**config.mk**
```make
export PLATFORM = sky130hd
export DESIGN_NAME = rst_seq
export DESIGN_NICKNAME = d
export VERILOG_FILES = /design/src/rtl/rst_seq.sv
export SDC_FILE = /design/constraint.sdc
export NUM_CORES = 1
export LEC_CHECK = 0
export BUFFER_PORTS_ARGS = -buffer_cell sky130_fd_sc_hd__buf_2
export CAP_MARGIN = 0
export CORE_MARGIN = 1.5
export CORE_UTILIZATION = 57
export CTS_BUF_LIST = sky130_fd_sc_hd__clkbuf_16
export CTS_CLUSTER_SIZE = 30
export DETAILED_ROUTE_END_ITERATION = 10
export GPL_ROUTABILITY_DRIVEN = 0
export PLACE_DENSITY = 0.75
export SKIP_CTS_REPAIR_TIMING = 1
export SYNTH_ARGS = -nofsm -noshare
export SYNTH_HDL_FRONTEND = slang
export SYNTH_SLANG_ARGS = --single-unit
```
**constraint.sdc**
```tcl
create_clock -name clk -period 2.2 [get_ports clk]
set_input_delay 0.33 -clock clk [delete_from_list [all_inputs] [get_ports clk]]
set_output_delay 0.33 -clock clk [all_outputs]
set_load 0.1 [all_outputs]
```
**src/rtl/rst_seq.sv**
```systemverilog
// Reset sequencer: asynchronous assertion, synchronised release, a stretch period,
// then staggered release of NUM_OUT active-low outputs. All flops use the falling clock edge.
module rst_seq #(
  parameter int unsigned SYNC_STAGES = 2,
  parameter int unsigned NUM_OUT     = 3,
  parameter int unsigned STRETCH     = 16,
  parameter int unsigned GAP         = 4
) (
  input  logic               clk,
  input  logic               sys_rst_n,
  input  logic               sw_rst_req,
  output logic [NUM_OUT-1:0] rst_n_out,
  output logic               rst_done,
  output logic               soft_cause
);

  localparam int unsigned MAX_CNT = (STRETCH > GAP) ? STRETCH : GAP;
  localparam int unsigned CW      = $clog2(MAX_CNT + 1);
  localparam int unsigned IW      = (NUM_OUT > 1) ? $clog2(NUM_OUT + 1) : 1;

  localparam logic [CW-1:0] STRETCH_LAST = CW'(STRETCH - 1);
  localparam logic [CW-1:0] GAP_LAST     = CW'(GAP - 1);
  localparam logic [IW-1:0] IDX_LAST     = IW'(NUM_OUT - 1);

  typedef enum logic [1:0] {
    ST_ASSERT,
    ST_STRETCH,
    ST_RELEASE,
    ST_DONE
  } state_t;

  state_t                 state;
  logic [SYNC_STAGES-1:0] sync;
  logic                   sync_n;
  logic [CW-1:0]          cnt;
  logic [IW-1:0]          idx;

  assign sync_n = sync[SYNC_STAGES-1];

  always_ff @(negedge clk or negedge sys_rst_n) begin
    if (!sys_rst_n) begin
      sync <= '0;
    end else begin
      sync <= {sync[SYNC_STAGES-2:0], 1'b1};
    end
  end

  always_ff @(negedge clk or negedge sys_rst_n) begin
    if (!sys_rst_n) begin
      state      <= ST_ASSERT;
      cnt        <= '0;
      idx        <= '0;
      rst_n_out  <= '0;
      rst_done   <= 1'b0;
      soft_cause <= 1'b0;
    end else if (sw_rst_req && (state != ST_ASSERT)) begin
      state      <= ST_STRETCH;
      cnt        <= '0;
      idx        <= '0;
      rst_n_out  <= '0;
      rst_done   <= 1'b0;
      soft_cause <= 1'b1;
    end else begin
      case (state)
        ST_ASSERT: begin
          if (sync_n) begin
            if (STRETCH == 1) begin
              rst_n_out[0] <= 1'b1;
              idx          <= IW'(1);
              cnt          <= '0;
              state        <= (NUM_OUT == 1) ? ST_DONE : ST_RELEASE;
            end else begin
              // The entry edge already counts as the first stretch edge, so the
              // first release lands SYNC_STAGES + STRETCH edges after reset release.
              cnt   <= CW'(1);
              state <= ST_STRETCH;
            end
          end
        end
        ST_STRETCH: begin
          if (cnt == STRETCH_LAST) begin
            rst_n_out[0] <= 1'b1;
            idx          <= IW'(1);
            cnt          <= '0;
            state        <= (NUM_OUT == 1) ? ST_DONE : ST_RELEASE;
          end else begin
            cnt <= cnt + CW'(1);
          end
        end
        ST_RELEASE: begin
          if (cnt == GAP_LAST) begin
            for (int unsigned i = 0; i < NUM_OUT; i++) begin
              if (idx == IW'(i)) begin
                rst_n_out[i] <= 1'b1;
              end
            end
            idx <= idx + IW'(1);
            cnt <= '0;
            if (idx == IDX_LAST) begin
              state <= ST_DONE;
            end
          end else begin
            cnt <= cnt + CW'(1);
          end
        end
        ST_DONE: begin
          rst_done <= 1'b1;
        end
        default: begin
          state <= ST_ASSERT;
        end
      endcase
    end
  end

endmodule

```
==> results.sh <==
export IMPL_yosys_top_cells_count="dfrtn_1 (16), ha_1 (11), nor2_1 (10), inv_1 (8)"
export IMPL_dr_pass1_iters=4
export IMPL_synth_simple_area_share_pct=18.77
export IMPL_cp_top_family="flip-flops"
export IMPL_synth_top_family_by_area="simple AND/OR/NAND/NOR gates"
export IMPL_antenna_found_initial=0
export IMPL_cts_reportedPaths_clkPinSlew_ns=0.04
export IMPL_cap_violations=0
export IMPL_wirelength_um=2359
export IMPL_clkSinkCount=16
export IMPL_crit_buf_inv=1
export IMPL_muxShareOfSynthArea_pct=3.351
export IMPL_grt_max_degree=17
export IMPL_core_area_mm2=0.001524
export IMPL_cp_max_fo=2
export IMPL_post_drt_wl_per_cell_um=18.57
export IMPL_rsz0062_at_grt="yes"
export IMPL_ys_types=33
export IMPL_vdd_drop_max_uv=885.8
export IMPL_viasPerCell=6.165
export IMPL_synth_seq_cells=16
export IMPL_combPwrFrac_pct=56.4
export IMPL_area_delta_synth_final_pct=37.13
export IMPL_setup_viol=6
export IMPL_critPathCaptureType="output pin"
export IMPL_p_seq_share_pct=24.7
export IMPL_final_setup_skew_ns=0.004330
export IMPL_grt_usage_pct=28.96
export IMPL_io_pins=8
export IMPL_cp_start_kind="flop"
export IMPL_die_h_um=43.47
export IMPL_yosysWarningCount=0
export IMPL_die_w_um=43.47
export IMPL_seq_area_frac_synth_pct=42.90
export IMPL_first_global_vias=831
export IMPL_final_cells=127
export IMPL_clkPwrFrac_pct=18.9
export IMPL_hold_ws_ns=0.3009
export IMPL_finalMaxSlewViolations=0
export IMPL_grt_pass1_wl_um=3801
export IMPL_synth_area_leaders="dfrtn_1 (43%), ha_1 (15%), nor2_1 (4.0%)"
export IMPL_postSynth_asyncResetShare_pct=100.0
export IMPL_clkLatencyLatePin_ns=0.28
export IMPL_yosys_area_top_type_share_pct=42.90
export IMPL_cellLeakagePower_nw=0.6288
export IMPL_synthXorXnorAreaFrac_pct=0
export IMPL_synth_top_area_cell="dfrtn_1"
export IMPL_clock_root_buffer="clkbuf_16"
export IMPL_htree_num_levels=1
export IMPL_start_util_pct=61.25
export IMPL_synth_edf_count=0
export IMPL_cp_slowest_cell="dfrtn_1"
export IMPL_required_ns=1.87
export IMPL_overflow=0
export IMPL_hold_class="flop to flop"
export IMPL_place_inst=120
export IMPL_switching_share_pct=42.69
export IMPL_crit_arrival_ns=2.06
export IMPL_power_internal_w=0.001093
export IMPL_syn_avg_cell_area_um2=10.37
export IMPL_vias=783
export IMPL_portBuffers=7
export IMPL_synthCells=90
export IMPL_max_stage_delay_ns=0.48
export IMPL_dieArea_mm2=0.001889
export IMPL_setup_tns_ns=-0.7790
export IMPL_setup_ws_ns=-0.1854
export IMPL_drt_iter0_markers=24
export IMPL_finalNetCount=126
export IMPL_rows=14
export IMPL_n_antenna_cell=0
export IMPL_cts_tree="done"
export IMPL_drive_gt1_share_pct=30.63
export IMPL_cts_max_path_buffers=2
export IMPL_syn_area_um2=933.4
export IMPL_timing_worst_setup_path_type="flop to output pin"
export IMPL_violations="negative setup slack"
export IMPL_p_switching_w=0.0008143
export IMPL_synthesis_nets=104
export IMPL_place_hpwl_um=1466
export IMPL_finalHoldViolations=0
export IMPL_synth_most_common_cell="dfrtn_1"
export IMPL_p_per_area_mw_per_mm2=1490
export IMPL_drcViolationCount=0
export IMPL_synth_ff_type="dfrtn_1"
export IMPL_status="complete, but fails checks"
export IMPL_pre_cts_ws_ns=-0.4192
export IMPL_synth_compound_area_share_pct=15.42
export IMPL_synthAdderAreaFrac_pct=14.75
export IMPL_numCtsBuffers=3
export IMPL_path_cells="buf_12"
export IMPL_ant_nets=0
cells by family after synthesis:
logic type,after synthesis
fa+ha+maj,11
mux,3
compound gates,18
simple gates,32
flops,16
buf+inv,9
other cells,1
power groups by stage:
stage | registers (W) | clock network, W | logic, W
after global routing | 0.000480 | 0.000374 | 0.00114
after global placement | 0.000465 | 0 | 0.000922
after floorplan | 0.000605 | 0 | 0.000510
final | 0.000472 | 0.000360 | 0.00108
after CTS | 0.000470 | 0.000363 | 0.000995
after detailed placement | 0.000472 | 0 | 0.000960
cells in the final DEF (no fill, tap or decap), types with 2 or more instances in the layout:
cell type / Yosys / layout
nand3_1: 3 / 3
nand2b_1: 5 / 4
inv_1: 8 / 8
buf_4: 0 / 11
a21oi_1: 3 / 3
nor2_1: 10 / 10
clkbuf_16: 0 / 3
ha_1: 11 / 11
nand2_1: 5 / 4
o21ai_0: 2 / 2
buf_12: 0 / 5
dfrtn_1: 16 / 16
flip-flops by register name, summed over array words and instances, names as in the netlist:
signal	flops
rst_done	1
soft_cause	1
sync	2
state	2
rst_n_out	3
idx	2
cnt	5
final timing paths:
| check | start | endpoint | slack (ns) | depth (start not counted) |
|---|---|---|---|---|
| setup / recovery | rst_n_out[1]$_DFFE_NN0P_ | rst_n_out[1] | -0.19 | 1 |
| hold / removal | sync[0]$_DFF_NN0_ | sync[1]$_DFF_NN0_ | 0.30 | 0 |
| setup reg to reg | cnt[0]$_DFFE_NN0P_ | cnt[2]$_DFFE_NN0P_ | 0.07 | 5 |
| hold reg to reg | sync[0]$_DFF_NN0_ | sync[1]$_DFF_NN0_ | 0.30 | 0 |
| max in group asynchronous | sys_rst_n | cnt[2]$_DFFE_NN0P_ | 0.95 | 1 |
| min in group asynchronous | sys_rst_n | rst_n_out[1]$_DFFE_NN0P_ | 0.95 | 1 |
routing by layer:
| metal | GRT usage (%) | share of wire (%) | vias up |
|---|---|---|---|
| met5 | 0 | 0 | - |
| met4 | 23.64 | 6.1 | 0 |
| met3 | 6.667 | 3.3 | 14 |
| met2 | 50.15 | 53 | 35 |
| met1 | 29.35 | 38 | 377 |
| li1 | - | - | 357 |
layout make-up:
cell class                      count  area, um^2
Multi-Input combinational cell     65       548.0
Sequential cell                    16       400.4
Fill cell                          81       244.0
Timing Repair Buffer               18       202.7
Clock buffer                        3       75.07
Inverter                            8       30.03
Tap cell                           16       20.02
Clock inverter                      1       3.754
through the flow:
| stage | utilization, % | area (um^2) | total power (W) |
|---|---|---|---|
| floorplan | - | 964.7 | 0.001115 |
| global placement | 75.04 | 1144 | 0.001387 |
| detailed placement | 75.04 | 1144 | 0.001432 |
| CTS | 80.21 | 1222 | 0.001828 |
| global route | 83.99 | 1280 | 0.001994 |
| finish | 83.99 | 1280 | 0.001907 |
Power figures use the tool's default switching activity.
